--- config.mk ---
export PLATFORM = sky130hd
export DESIGN_NAME = float_mult_pipe
export DESIGN_NICKNAME = d
export VERILOG_FILES = /design/src/rtl/float_mult_pipe.sv
export SDC_FILE = /design/constraint.sdc
export NUM_CORES = 1
export LEC_CHECK = 0
export CORE_MARGIN = 1
export CORE_UTILIZATION = 62
export CTS_BUF_LIST = sky130_fd_sc_hd__clkbuf_4
export DETAILED_ROUTE_END_ITERATION = 10
export MAX_ROUTING_LAYER = met4
export PLACE_DENSITY = 0.89
export SETUP_SLACK_MARGIN = 0.05
export SYNTH_ARGS = -nofsm -noshare
export SYNTH_HDL_FRONTEND = slang
export SYNTH_SLANG_ARGS = --single-unit
export TNS_END_PERCENT = 5
--- constraint.sdc ---
create_clock -name clk -period 6.54 [get_ports clk]
set_input_delay 0.654 -clock clk [delete_from_list [all_inputs] [get_ports clk]]
set_output_delay 0.654 -clock clk [all_outputs]
set_load 0.005 [all_outputs]
--- src/rtl/float_mult_pipe.sv ---
// Three-stage pipelined floating-point multiplier with valid/ready handshake.
// Subnormal inputs flush to zero; results are RNE or RTZ rounded.
module float_mult_pipe #(
  parameter int unsigned EXP_W = 5,
  parameter int unsigned MAN_W = 10
) (
  input  logic                   clk,
  input  logic                   iRst,
  input  logic                   iInValid,
  output logic                   oInReady,
  input  logic [EXP_W+MAN_W:0]   iNum1,
  input  logic [EXP_W+MAN_W:0]   iNum2,
  input  logic                   iRnd,
  output logic                   oOutValid,
  input  logic                   iOutReady,
  output logic [EXP_W+MAN_W:0]   oNum,
  output logic [3:0]             oFlags
);

  localparam int unsigned W      = 1 + EXP_W + MAN_W;
  localparam int unsigned SigW   = MAN_W + 1;
  localparam int unsigned ProdW  = 2 * SigW;
  localparam int unsigned RndW   = SigW + 1;
  localparam int unsigned XW     = EXP_W + 2;
  localparam int unsigned Bias   = (1 << (EXP_W - 1)) - 1;
  localparam int unsigned ExpMax = (1 << EXP_W) - 1;
  localparam logic signed [XW-1:0] ExpMaxS = XW'(ExpMax);

  typedef enum logic [1:0] {ClsNum, ClsZero, ClsInf, ClsNan} cls_e;

  // Handshake: a stage advances when the stage after it is empty or advancing
  logic v1_q, v2_q, v3_q;
  logic rdy1, rdy2, rdy3;

  assign rdy3      = !v3_q || iOutReady;
  assign rdy2      = !v2_q || rdy3;
  assign rdy1      = !v1_q || rdy2;
  assign oInReady  = rdy1 && !iRst;
  assign oOutValid = v3_q;

  always_ff @(posedge clk) begin
    if (iRst) begin
      v1_q <= 1'b0;
      v2_q <= 1'b0;
      v3_q <= 1'b0;
    end else begin
      if (rdy1) v1_q <= iInValid;
      if (rdy2) v2_q <= v1_q;
      if (rdy3) v3_q <= v2_q;
    end
  end

  // ---------------- Stage 1: unpack, classify, exponent add, multiply
  logic [EXP_W-1:0] e1, e2;
  logic [MAN_W-1:0] f1, f2;
  logic             nan1, nan2, inf1, inf2, zero1, zero2;
  cls_e             cls_d;
  logic             inv_d;
  logic signed [XW-1:0] exp_sum_d;
  logic [ProdW-1:0] prod_d;

  assign e1    = iNum1[W-2 -: EXP_W];
  assign e2    = iNum2[W-2 -: EXP_W];
  assign f1    = iNum1[MAN_W-1:0];
  assign f2    = iNum2[MAN_W-1:0];
  assign nan1  = (&e1) && (|f1);
  assign nan2  = (&e2) && (|f2);
  assign inf1  = (&e1) && !(|f1);
  assign inf2  = (&e2) && !(|f2);
  // Exponent zero covers both true zero and flushed subnormals
  assign zero1 = (e1 == '0);
  assign zero2 = (e2 == '0);

  always_comb begin
    cls_d = ClsNum;
    inv_d = 1'b0;
    if (nan1 || nan2) begin
      cls_d = ClsNan;
    end else if ((inf1 && zero2) || (zero1 && inf2)) begin
      cls_d = ClsNan;
      inv_d = 1'b1;
    end else if (inf1 || inf2) begin
      cls_d = ClsInf;
    end else if (zero1 || zero2) begin
      cls_d = ClsZero;
    end
  end

  assign exp_sum_d = XW'(e1) + XW'(e2) - XW'(Bias);
  assign prod_d    = ProdW'({1'b1, f1}) * ProdW'({1'b1, f2});

  cls_e                 cls_q;
  logic                 inv_q, sign1_q, rnd_q;
  logic signed [XW-1:0] exp1_q;
  logic [ProdW-1:0]     prod_q;

  always_ff @(posedge clk) begin
    if (iInValid && oInReady) begin
      cls_q   <= cls_d;
      inv_q   <= inv_d;
      sign1_q <= iNum1[W-1] ^ iNum2[W-1];
      rnd_q   <= iRnd;
      exp1_q  <= exp_sum_d;
      prod_q  <= prod_d;
    end
  end

  // ---------------- Stage 2: normalise and round
  logic [ProdW-1:0]     prod_n;
  logic signed [XW-1:0] exp_n, exp_r;
  logic [SigW-1:0]      sig;
  logic                 guard, sticky, inc, carry, inexact;
  logic [RndW-1:0]      sig_r;
  logic [MAN_W-1:0]     frac_r;
  logic                 sign2_d;
  logic [EXP_W-1:0]     exp2_d;
  logic [MAN_W-1:0]     frac2_d;
  logic [3:0]           flags2_d;

  always_comb begin
    prod_n  = prod_q[ProdW-1] ? prod_q : (prod_q << 1);
    exp_n   = exp1_q + XW'(prod_q[ProdW-1]);
    sig     = prod_n[ProdW-1 -: SigW];
    guard   = prod_n[MAN_W];
    sticky  = |prod_n[MAN_W-1:0];
    inexact = guard || sticky;
    inc     = !rnd_q && guard && (sticky || sig[0]);
    sig_r   = {1'b0, sig} + RndW'(inc);
    carry   = sig_r[SigW];
    // A carry-out leaves the significand at exactly 1.0
    frac_r  = carry ? '0 : sig_r[MAN_W-1:0];
    exp_r   = exp_n + XW'(carry);

    sign2_d  = sign1_q;
    exp2_d   = '0;
    frac2_d  = '0;
    flags2_d = '0;
    unique case (cls_q)
      ClsNan: begin
        sign2_d          = 1'b0;
        exp2_d           = '1;
        frac2_d[MAN_W-1] = 1'b1;
        flags2_d         = {inv_q, 3'b000};
      end
      ClsInf: begin
        exp2_d = '1;
      end
      ClsZero: begin
        exp2_d = '0;
      end
      default: begin
        if (exp_n[XW-1] || (exp_n == '0)) begin
          flags2_d = 4'b0011;
        end else if (exp_r >= ExpMaxS) begin
          flags2_d = 4'b0101;
          if (rnd_q) begin
            exp2_d  = EXP_W'(ExpMax - 1);
            frac2_d = '1;
          end else begin
            exp2_d = '1;
          end
        end else begin
          exp2_d   = exp_r[EXP_W-1:0];
          frac2_d  = frac_r;
          flags2_d = {3'b000, inexact};
        end
      end
    endcase
  end

  logic             sign2_q;
  logic [EXP_W-1:0] exp2_q;
  logic [MAN_W-1:0] frac2_q;
  logic [3:0]       flags2_q;

  always_ff @(posedge clk) begin
    if (v1_q && rdy2) begin
      sign2_q  <= sign2_d;
      exp2_q   <= exp2_d;
      frac2_q  <= frac2_d;
      flags2_q <= flags2_d;
    end
  end

  // ---------------- Stage 3: pack and register outputs
  logic [W-1:0] num3_q;
  logic [3:0]   flags3_q;

  always_ff @(posedge clk) begin
    if (iRst) begin
      num3_q   <= '0;
      flags3_q <= '0;
    end else if (v2_q && rdy3) begin
      num3_q   <= {sign2_q, exp2_q, frac2_q};
      flags3_q <= flags2_q;
    end
  end

  assign oNum   = num3_q;
  assign oFlags = flags3_q;

endmodule
# Word-level counts from Yosys, hierarchy flattened
# Index checks and enable logic that the tools add are counted.
# classes
n_eq_ne,3
reduce_logical,42
addsub,5
bitwise_logic,1
n_lt_le_gt_ge,1
muxes,16
n_mul,1
# ops
operator,n
two-way mux 10 bit,4
OR reduction 10 bit,3
multiplier 11 x 11 -> 22 bit,1
two-way mux 22 bit,1
adder 7 x 1 -> 7 bit,2
adder 11 x 1 -> 12 bit,1
logical AND 1 bit,12
zero test 5 bit,2
logical OR 1 bit,10
two-way mux 5 bit,2
case mux 5 bit (2 select lines),1
AND reduction 5 bit,2
case mux 4 bit (2 select lines),1
>= comparator 7 x 6 -> 1 bit (second input constant),1
zero test 1 bit,7
zero test 7 bit,1
subtractor 6 x 4 -> 7 bit (second input constant),1
adder 5 x 5 -> 6 bit,1
OR reduction 2 bit,3
== test 2 bit (second input constant),2
two-way mux 1 bit,4
two-way mux 4 bit,1
OR reduction 4 bit,1
two-way mux 3 bit,1
4 further kinds,4
# word_totals
ff_bits,77

# Depth between registers and ports, before layout
# Gate-level depths: netlist of run 1.
# depth
word_depth,10
ltp_mapped,19

# Worst setup path before layout of run 1
# OpenSTA, ideal clock, no wires.
# synth_timing
path_kind,input -> register
from,input port iNum1[2]
to,"register prod_q[19], data pin"
path_buffers,1
setup_slack_ps,1147
arrival_ps,5132
path_stages,17
cell_sequence,clkbuf_1 -> inv_1 -> fa_1 -> inv_1 -> fa_1 -> fa_1 -> fa_1 -> inv_1 -> fa_1 -> inv_1 -> ha_1 -> a21o_1 -> a21o_1 -> a21oi_1 -> a32o_1 -> a2111oi_0 -> a311o_1
# synth_between
elab_chain_len,1
# synth_lines
item,line_no,source
start: declaration,11,"input logic [EXP_W+MAN_W:0] iNum1,"
multiplier 11 x 11 -> 22 bit,90,"assign prod_d = ProdW'({1'b1, f1}) * ProdW'({1'b1, f2});"
via prod_d[19],60,logic [ProdW-1:0] prod_d;
end signal: assignment,104,prod_q <= prod_d;
end: declaration,95,logic [ProdW-1:0] prod_q;
# The timed path passes the listed nets, and every way through them passes these cells.
# A chain may end at the register's enable or synchronous reset.

# Final worst setup path of run 1
# layout_timing
from,input port iNum1[7]
to,"register prod_q[20], data pin"
# Same word-level chain as after synthesis.

==> metrics.md, run 1 <==
| Metric | Value |
|---|---|
| Port Buffers | 58 |
| Crit Path Class | in2reg |
| Cells after synthesis | 829 |
| Crit path max-delay family | adder cells |
| Critical Path Sink Type | flip-flop |
| Hold crit path type | reg2reg |
| Vias per std cell | 5.62 |
| Period minus WS final | 5.86 ns |
| Number of flops mapped to enable cells by yosys | 54 |
| Layout cells sized above 1 | 4.08% |
| Number of max-cap violations | 0 |
| Avg Cell Area, Syn | 9.35 sq um |
| Post-CTS sizing | 0 |
| Yosys cell types | 60 |
| Required @ worst endpoint | 6.69 ns |
| Dpl hpwl | 13.2 mm |
| Via count | 5904 |
| Net Count, Synth | 1021 |
| Main synth FF type | edfxtp_1 |
| Fin. Hold Viols | 0 |
| Startpoint Class | input port |
| Setup TNS | 0 ns |
| Synth top area cells | edfxtp_1, fa_1, ha_1 |
| Routed WL | 16.6 mm |
| Clock Path Buffers | 2 |
| Outcome | finished clean |
| Power Total | 0.00302 W |
| Final antenna-violating net count | 0 |
| #FFs+latches synth | 77 |
| Worst EP arrival | 6.01 ns |
| Max Slew Vio Count | 0 |
| DIE AREA | 13000 sq um |
| Static leakage | 3.89 nW |
| Nets@finish | 1070 |
| Largest net degree at the start of global routing | 28 |
| Register area share after synthesis | 26.9% |
| Worst vdd ir | 0.000308 V |
| Worst Path Buf+Inv | 4 |
| Grt total ovfl | 0 |
| Initial antenna violation count | 0 |
| Most frequent cell after synthesis | inv_1 |
| RSZ-0062 raised after global routing | no |
| # DRC | 0 |
| Worst-path maximum fanout | 12 |
| Part of the cycle the worst path needs | 89.6% |
| Crit-path most repeated cell | fa_1 |
| Die Wd | 114 microns |
| H-tree Lvls | 3 |
| Pwr dens | 349 nW/um^2 |
| Yosys top cell area share | 20.9% |
| Final core utilization | 71.4% |
| Starting Density | 64.0% |
| Multi-input gate area in the final layout | 5030 sq um |
| Rows | 40 |
| DRT Pass-1 Iters | 9 |
| Skew final | 0.0235 ns |
| Fillers | 908 |
| FFs w/ async S/R, synth | 0% |
| Top-Level Pins | 59 |
| Crit path largest cell delay | 0.79 ns |
| Routed len/inst | 15.8 microns |
| Sinks on Clock Net | 77 |
| Slew @ Worst Pin | 0.837 ns |
| Number of CTS-inserted buffers | 9 |
| First-pass GRT wire length | 27.7 mm |
| GPL Wtd Cong | 1.00 |
| Fmax | 171 MHz |
| Sequential Area | 2080 sq um |
| Post-Syn Area | 7750 sq um |
| Hold path cells | 2 |
| GRT Util Overall | 28.0% |
| Setup Fix Bufs, Post-CTS | 0 |
| Initial drt markers | 568 |
| Worst path depth | 17 |
| Vias in the first global route | 5954 |
| Crit-path slowest cell | clkdlybuf4s50_1 |
| CTS tree | built |
| Worst relative slew slack | 44.0% |
| Latest clock arrival within the worst-skew pair | 0.42 ns |
| Clock-pin slew on the worst setup and hold paths | 0.12 ns |
| Synth cell count leaders | inv_1, nand2_1, fa_1 |
| N_diodes | 0 |
| Endpoints failing setup | 0 |
| Critical path, cell by cell | clkdlybuf4s50_1, nand2_1, fa_1, inv_1, fa_1, fa_1, fa_1, inv_1, fa_1, inv_1, ha_1, a211oi_1, nand2_1, o21bai_1, a31oi_1, o21ai_0, xor2_1 |
| Die H | 114 microns |
| CTS root buffer | clkbuf_4 |
| Reg2Reg Depth | 18 |
| Layout area overhead | 11.6% |
| Largest area contributor in the netlist | edfxtp_1 |
| Synth Warn # | 0 |
| Core footprint | 12100 sq um |
| Hold buffers post-CTS | 0 |
## worst register-to-register path: stages, from the launching register on
cell	delay, ns
edfxtp_1	0.91
a211oi_1	0.17
nand2_1	0.10
nor4_1	0.07
a211oi_1	0.29
ha_1	0.27
nand3_1	0.15
a2111oi_2	0.54
and3_1	0.27
o211ai_1	0.22
inv_1	0.19
ha_1	0.23
ha_1	0.28
xor3_1	0.32
a32oi_1	0.20
a211oi_1	0.07
mux2_4	0.31
and4b_1	0.21
a311o_1	0.32
## layout by cell type (no fill, tap or decap), types with 23 or more instances in the layout
cell type and count:
nor2_1 43, a21oi_1 42, nand2_1 125, clkdlybuf4s50_1 58
edfxtp_1 54, inv_1 133, dfxtp_1 23, fa_1 81
and2_1 36, ha_1 74
## per-stage QoR
stage | area [sq um] | setup slack (ns) | hold WS, ns | instances
floorplan | 7750 | 1.15 | 0.447 | 829
global placement | 8490 | 0.463 | 0.441 | 1035
detailed placement | 8490 | 0.290 | 0.448 | 1035
CTS | 8650 | 0.739 | 0.466 | 1051
global route | 8650 | 0.480 | 0.479 | 1051
finish | 8650 | 0.681 | 0.463 | 1051
## final timing paths
| path | to | slack, ns | from |
|---|---|---|---|
| setup / recovery | prod_q[20] | 0.68 | iNum1[7] |
| setup reg to reg | exp2_q[0] | 1.19 | prod_q[21] |
| hold / removal | oNum[15] | 0.46 | oNum[15] |
| hold reg to reg | oNum[15] | 0.46 | oNum[15] |
## layout make-up
cell class,count,area share (%)
multi-input cells,587,58.2
flip-flops and latches,77,24.1
repair buffers,69,7.67
inverters,134,5.82
well taps,168,2.43
clock inverters,6,0.984
clock buffers,10,0.868
## cells by family (layout without fill, tap and decap cells)
logic type,after synthesis,in the layout,synth area share [%]
xor+xnor,41,41,5.02
simple gates,265,265,16.0
compound gates,118,118,9.93
flops,77,77,26.9
mux,8,8,1.11
buf+inv,165,219,8.25
fa+ha+maj,155,155,32.9
## where the power goes
group          internal, W  switching, W
Clock             0.000160      0.000164
Sequential        0.000692     0.0000832
Combinational     0.000855       0.00107
## layer usage
| metal | wire length (microns) | GRT usage (%) | up-vias |
|---|---|---|---|
| met2 | 8210 | 46.5 | 221 |
| met1 | 6980 | 35.2 | 2836 |
| met3 | 969 | 5.26 | 37 |
| met4 | 403 | 8.40 | 0 |
| li1 | - | - | 2810 |
| met5 | 0 | - | - |
## sequential cells by signal (all words and copies together), names as in the netlist, 2 cells and up
signal,cells
oNum,16
oFlags,4
cls_q,2
prod_q,22
exp2_q,5
exp1_q,7
flags2_q,4
frac2_q,10
Power figures use the tool's default switching activity.
==> run 2: changes to the inputs <==
MAX_ROUTING_LAYER = unset   (was met4)
==> metrics.md, run 2 (synthesis results as in run 1) <==
| Metric | Value |
|---|---|
| Outcome | finished clean |
| Cell area after layout | 8590 sq um (-0.74%) |
| Worst EP arrival | 5.99 ns (-0.02 ns) |
| Largest Register | prod_q |
| Latest clock arrival within the worst-skew pair | 0.42 ns (about the same) |
| Max Slew Vio Count | 0 (unchanged) |
| Slew @ Worst Pin | 1.32 ns (+0.487 ns) |
| Hold buffers post-CTS | 0 (unchanged) |
| CTS root buffer | clkbuf_4 |
| Highest metal used | met4 |
| Worst vdd ir | 0.000307 V (about the same) |
| Startpoint Class | input port |
| Fin. Hold Viols | 0 (unchanged) |
| Top-Level Pins | 59 (unchanged) |
| Crit-path slowest cell | clkdlybuf4s50_1 |
| Starting Density | 64.0% (unchanged) |
| Layout cells sized above 1 | 3.86% (-0.22 points) |
| Via count | 5821 (-1.4%) |
| Core footprint | 12100 sq um (unchanged) |
| Required @ worst endpoint | 6.70 ns (about the same) |
| Fmax | 172 MHz (+0.64%) |
| Critical Path Sink Type | flip-flop |
| Initial drt markers | 429 (-24%) |
| Crit Path Class | in2reg |
| Die H | 114 microns (unchanged) |
| Initial antenna violation count | 0 (unchanged) |
| Largest register FFs | 22 (unchanged) |
| Most frequent cells in the layout | inv_1, nand2_1, fa_1 |
| Vias in the first global route | 5845 (-1.8%) |
| N_diodes | 0 (unchanged) |
| Clock Path Buffers | 2 (unchanged) |
| Worst-path maximum fanout | 10 (-2) |
| First-pass GRT wire length | 27.1 mm (-2.4%) |
| Final antenna-violating net count | 0 (unchanged) |
| Number of max-cap violations | 0 (unchanged) |
| Placed Instance Area | 8470 sq um (-0.18%) |
| Wire length on met3 | 1.04 mm (+7.3%) |
| Vias per std cell | 5.55 (-1.2%) |
| Post-CTS sizing | 0 (unchanged) |
| Sinks on Clock Net | 77 (unchanged) |
| Crit path largest cell delay | 0.73 ns (-0.06 ns) |
| GRT Util Overall | 26.6% (-1.5 points) |
| Crit-path most repeated cell | fa_1 |
| Routed WL | 15.9 mm (-4.1%) |
| Largest net degree at the start of global routing | 28 (unchanged) |
| DR WL met2 | 7.71 mm (-6.0%) |
| Rows | 40 (unchanged) |
| Period minus WS final | 5.82 ns (-0.0375 ns) |
| Layout area overhead | 10.7% |
| Skew final | 0.0154 ns (-0.00808 ns) |
| Dpl hpwl | 12.8 mm (-2.7%) |
| Most common cell after layout, fill and taps aside | inv_1 |
| GPL Wtd Cong | 0.968 (-3.5%) |
| Die Wd | 114 microns (unchanged) |
| Setup TNS | 0 ns (unchanged) |
| Clock-pin slew on the worst setup and hold paths | 0.12 ns (about the same) |
| Nets@finish | 1068 (-0.19%) |
| # DRC | 0 (unchanged) |
| Grt total ovfl | 0 (unchanged) |
| DRT Pass-1 Iters | 5 (-4) |
| Endpoints failing setup | 0 (unchanged) |
| H-tree Lvls | 3 (unchanged) |
| Port Buffers | 58 (unchanged) |
| Number of CTS-inserted buffers | 9 (unchanged) |
| Part of the cycle the worst path needs | 89.0% (-0.57 points) |
| RSZ-0062 raised after global routing | no |
| Static leakage | 3.86 nW (-0.77%) |
| DIE AREA | 13000 sq um (unchanged) |
| Wl on met1 | 6.85 mm (-1.7%) |
| Worst relative slew slack | 11.5% (-32 points) |
| Setup Fix Bufs, Post-CTS | 0 (unchanged) |
| Hold crit path type | reg2reg |
| Pwr dens | 342 nW/um^2 (-2.0%) |
| CTS tree | built |
| Critical path, cell by cell | clkdlybuf4s50_1, inv_1, nor2_1, fa_1, fa_1, fa_1, fa_1, inv_1, fa_1, inv_1, ha_1, a211oi_1, nand2_1, o21bai_1, a31oi_1, o21ai_0, xor2_1 |
| Routed len/inst | 15.1 microns (-3.9%) |
-- run 2: path summary, 6_finish.rpt --
kind	start	endpoint	slack [ns]	cells after the start
worst max-delay path	iNum1[4]	prod_q[20]	0.72	17
worst min-delay path	oFlags[2]	oFlags[2]	0.46	2
worst max register to register	prod_q[21]	exp2_q[0]	1.21	18
worst min register to register	oFlags[2]	oFlags[2]	0.46	2
-- run 2: power by group --
group / leakage (nW) / switching, W / internal, W
registers: 0.671 / 0.0000808 / 0.000691
clock network: 0.0712 / 0.000164 / 0.0000824
logic: 3.12 / 0.00106 / 0.000856
-- run 2: layout make-up --
type	instances	area, sq um
Clock buffer	10	75.1
Timing Repair Buffer	67	648
Clock inverter	6	36.3
Multi-Input combinational cell	587	5030
Sequential cell	77	2080
Tap cell	168	210
Inverter	134	503
Fill cell	909	3530
-- run 2: routing by layer --
layer  vias up  track usage, %
li1       2801               -
met2       199            44.3
met5         -               0
met1      2788            35.4
met4         0            6.58
met3        33            6.11
-- run 2: per-stage QoR --
stage	hold WS (ns)	cells	power (W)	utilization, %	setup slack (ns)
after floorplan	0.447	829	0.00226	-	1.15
after global placement	0.441	1033	0.00261	70.0	0.434
after detailed placement	0.447	1033	0.00268	70.0	0.314
after CTS	0.465	1049	0.00294	70.9	0.769
after global routing	0.477	1049	0.00322	70.9	0.470
final	0.460	1049	0.00293	70.9	0.719
-- run 2: critical path: cells and delay by family --
family                   cells  cell delay (ns)
XOR/XNOR                     1             0.16
buffers and inverters        4             1.05
adder cells (fa/ha/maj)      6             2.88
AO/OA/AOI/OAI                4             0.94
AND/OR/NAND/NOR              2             0.30
==> run 3: changes to the inputs <==
ABC_CLOCK_PERIOD_IN_PS = 6540   (was unset)
CORE_UTILIZATION = 55   (was 62)
PLACE_DENSITY = 0.81   (was 0.89)
==> metrics.md, run 3 (synthesis results as in run 1) <==
| Metric | Value |
|---|---|
| # DRC | 0 (unchanged) |
| H-tree Lvls | 3 (unchanged) |
| Routed WL | 15.5 mm (-2.2%) |
| Fin. Hold Viols | 0 (unchanged) |
| First-pass GRT wire length | 26.4 mm (-2.5%) |
| Multi-input gate area in the final layout | 5030 sq um (unchanged) |
| Starting Density | 56.1% (-7.9 points) |
| Final antenna-violating net count | 0 (unchanged) |
| HP Start | oNum[11] |
| Most common cell after layout, fill and taps aside | inv_1 |
| Fillers | 1134 (+25%) |
| Largest Register | prod_q |
| Number of max-cap violations | 0 (unchanged) |
| Vias per std cell | 5.44 (-2.0%) |
| Static leakage | 3.89 nW (+0.77%) |
| Startpoint Class | input port |
| Pwr dens | 348 nW/um^2 (+1.7%) |
| Latest clock arrival within the worst-skew pair | 0.41 ns (about the same) |
| Outcome | finished clean |
| Worst relative slew slack | 13.2% (+1.7 points) |
| Final core utilization | 62.7% (-8.2 points) |
| Via count | 5782 (-0.67%) |
| Die Wd | 121 microns (+6.1%) |
| Worst vdd ir | 0.000326 V (+6.0%) |
| Largest register FFs | 22 (unchanged) |
| Skew final | 0.0222 ns (+0.00680 ns) |
| Hold crit path type | reg2reg |
| Hold path cells | 2 (unchanged) |
| Clk pwr share | 10.9% (+2.5 points) |
| RR Startpoint | prod_q[21] |
| CTS root buffer | clkbuf_4 |
| Part of the cycle the worst path needs | 89.9% (+0.93 points) |
| Initial drt markers | 411 (-4.2%) |
| N_diodes | 0 (unchanged) |
| GRT Util Overall | 22.9% (-3.7 points) |
| Sinks on Clock Net | 77 (unchanged) |
| Fmax | 170 MHz (-1.0%) |
| Sequential Area | 2080 sq um (unchanged) |
| GPL Wtd Cong | 0.923 (-4.7%) |
| CTS tree | built |
| Clock Path Buffers | 2 (unchanged) |
| Core footprint | 13800 sq um (+14%) |
| Power Total | 0.00301 W (+2.7%) |
| Critical Path Sink Type | flip-flop |
| Layout area overhead | 11.8% |
| Top-Level Pins | 59 (unchanged) |
| Worst Hold End | oNum[11] |
| RR Endpoint | exp2_q[0] |
| Period minus WS final | 5.88 ns (+0.0606 ns) |
| Dpl hpwl | 12.5 mm (-2.4%) |
| Comb pwr share | 63.4% (-1.9 points) |
| Post-CTS sizing | 0 (unchanged) |
| Die H | 121 microns (+6.1%) |
| Setup Fix Bufs, Post-CTS | 0 (unchanged) |
| Clock-pin slew on the worst setup and hold paths | 0.13 ns (about the same) |
| Number of CTS-inserted buffers | 9 (unchanged) |
| Hold slack final | 0.462 ns (+0.00182 ns) |
| Reg2Reg Depth | 18 (unchanged) |
| RSZ-0062 raised after global routing | no |
| Endpoints failing setup | 0 (unchanged) |
| DIE AREA | 14600 sq um (+13%) |
| Setup TNS | 0 ns (unchanged) |
| DRT Pass-1 Iters | 5 (unchanged) |
| P_int | 0.00171 W (+5.0%) |
| Nets@finish | 1070 (+0.19%) |
| Grt total ovfl | 0 (unchanged) |
| Required @ worst endpoint | 6.70 ns (about the same) |
| Worst-path maximum fanout | 10 (unchanged) |
| Crit path launch | iNum1[4] |
| Crit Path Class | in2reg |
| Seq pwr share | 25.7% (-0.6 points) |
| R2R setup slack | 1.33 ns (+0.12 ns) |
| Worst EP arrival | 6.04 ns (+0.05 ns) |
| Largest net degree at the start of global routing | 35 (+25%) |
| Hold buffers post-CTS | 0 (unchanged) |
| Sw frac | 43.2% (-1.3 points) |
| Port Buffers | 58 (unchanged) |
| Routed len/inst | 14.6 microns (-3.5%) |
| Psw | 0.00130 W (-0.22%) |
| Layout cells sized above 1 | 4.08% (+0.22 points) |
| Most frequent cells in the layout | inv_1, nand2_1, fa_1 |
| Initial antenna violation count | 0 (unchanged) |
| Post-route setup slack | 0.658 ns (-0.0606 ns) |
| Slew @ Worst Pin | 1.30 ns (-0.0255 ns) |
| Post-placement setup slack | 0.238 ns (-0.0759 ns) |
| Max Slew Vio Count | 0 (unchanged) |
| Rows | 43 (+7.5%) |
| Vias in the first global route | 5633 (-3.6%) |
[run 3: layout make-up]
| cell class | count | share of cell area [%] |
|---|---|---|
| multi-input combinational | 587 | 58.0 |
| tap | 180 | 2.60 |
| sequential | 77 | 24.0 |
| clock buffer | 11 | 0.953 |
| timing repair buffer | 69 | 7.65 |
| inverter | 134 | 5.80 |
| clock inverter | 5 | 0.953 |
[run 3: worst max-delay path, stage by stage]
cell	delay (ns)
clkdlybuf4s50_1	0.73
inv_1	0.23
nor2_1	0.21
fa_1	0.45
fa_1	0.48
fa_1	0.52
fa_1	0.55
inv_1	0.05
fa_1	0.52
inv_1	0.04
ha_1	0.36
a211oi_1	0.34
nand2_1	0.09
o21bai_1	0.18
a31oi_1	0.32
o21ai_0	0.15
xor2_1	0.15
[run 3: worst max-delay path by stage]
stage                     slack, ns  cells past startpoint          to
after global placement         0.44                     17  prod_q[20]
after detailed placement       0.24                     17  prod_q[20]
final                          0.66                     17  prod_q[20]
after floorplan                1.15                     17  prod_q[19]
after global routing           0.41                     17  prod_q[20]
after CTS                      0.68                     17  prod_q[20]
[run 3: power groups by stage]
stage / combinational [W] / clock [W] / sequential [W]
2_1_floorplan: 0.00153 / 0 / 0.000736
3_3_place_gp: 0.00183 / 0 / 0.000781
3_5_place_dp: 0.00189 / 0 / 0.000784
4_1_cts: 0.00191 / 0.000335 / 0.000772
5_1_grt: 0.00218 / 0.000354 / 0.000786
6_report: 0.00191 / 0.000329 / 0.000774
[run 3: through the flow]
stage | area, sq um | cells
after global routing | 8670 | 1063
after global placement | 8500 | 1047
after floorplan | 7750 | 829
after CTS | 8670 | 1063
after detailed placement | 8500 | 1047
final | 8670 | 1063
[run 3: per-layer routing]
metal | global-route usage (%) | vias up | routed length (microns)
met1 | 31.5 | 2754 | 6760
met4 | 7.10 | 0 | 369
met2 | 37.2 | 184 | 7530
met5 | 0 | - | 0
met3 | 3.68 | 34 | 860
li1 | - | 2810 | -
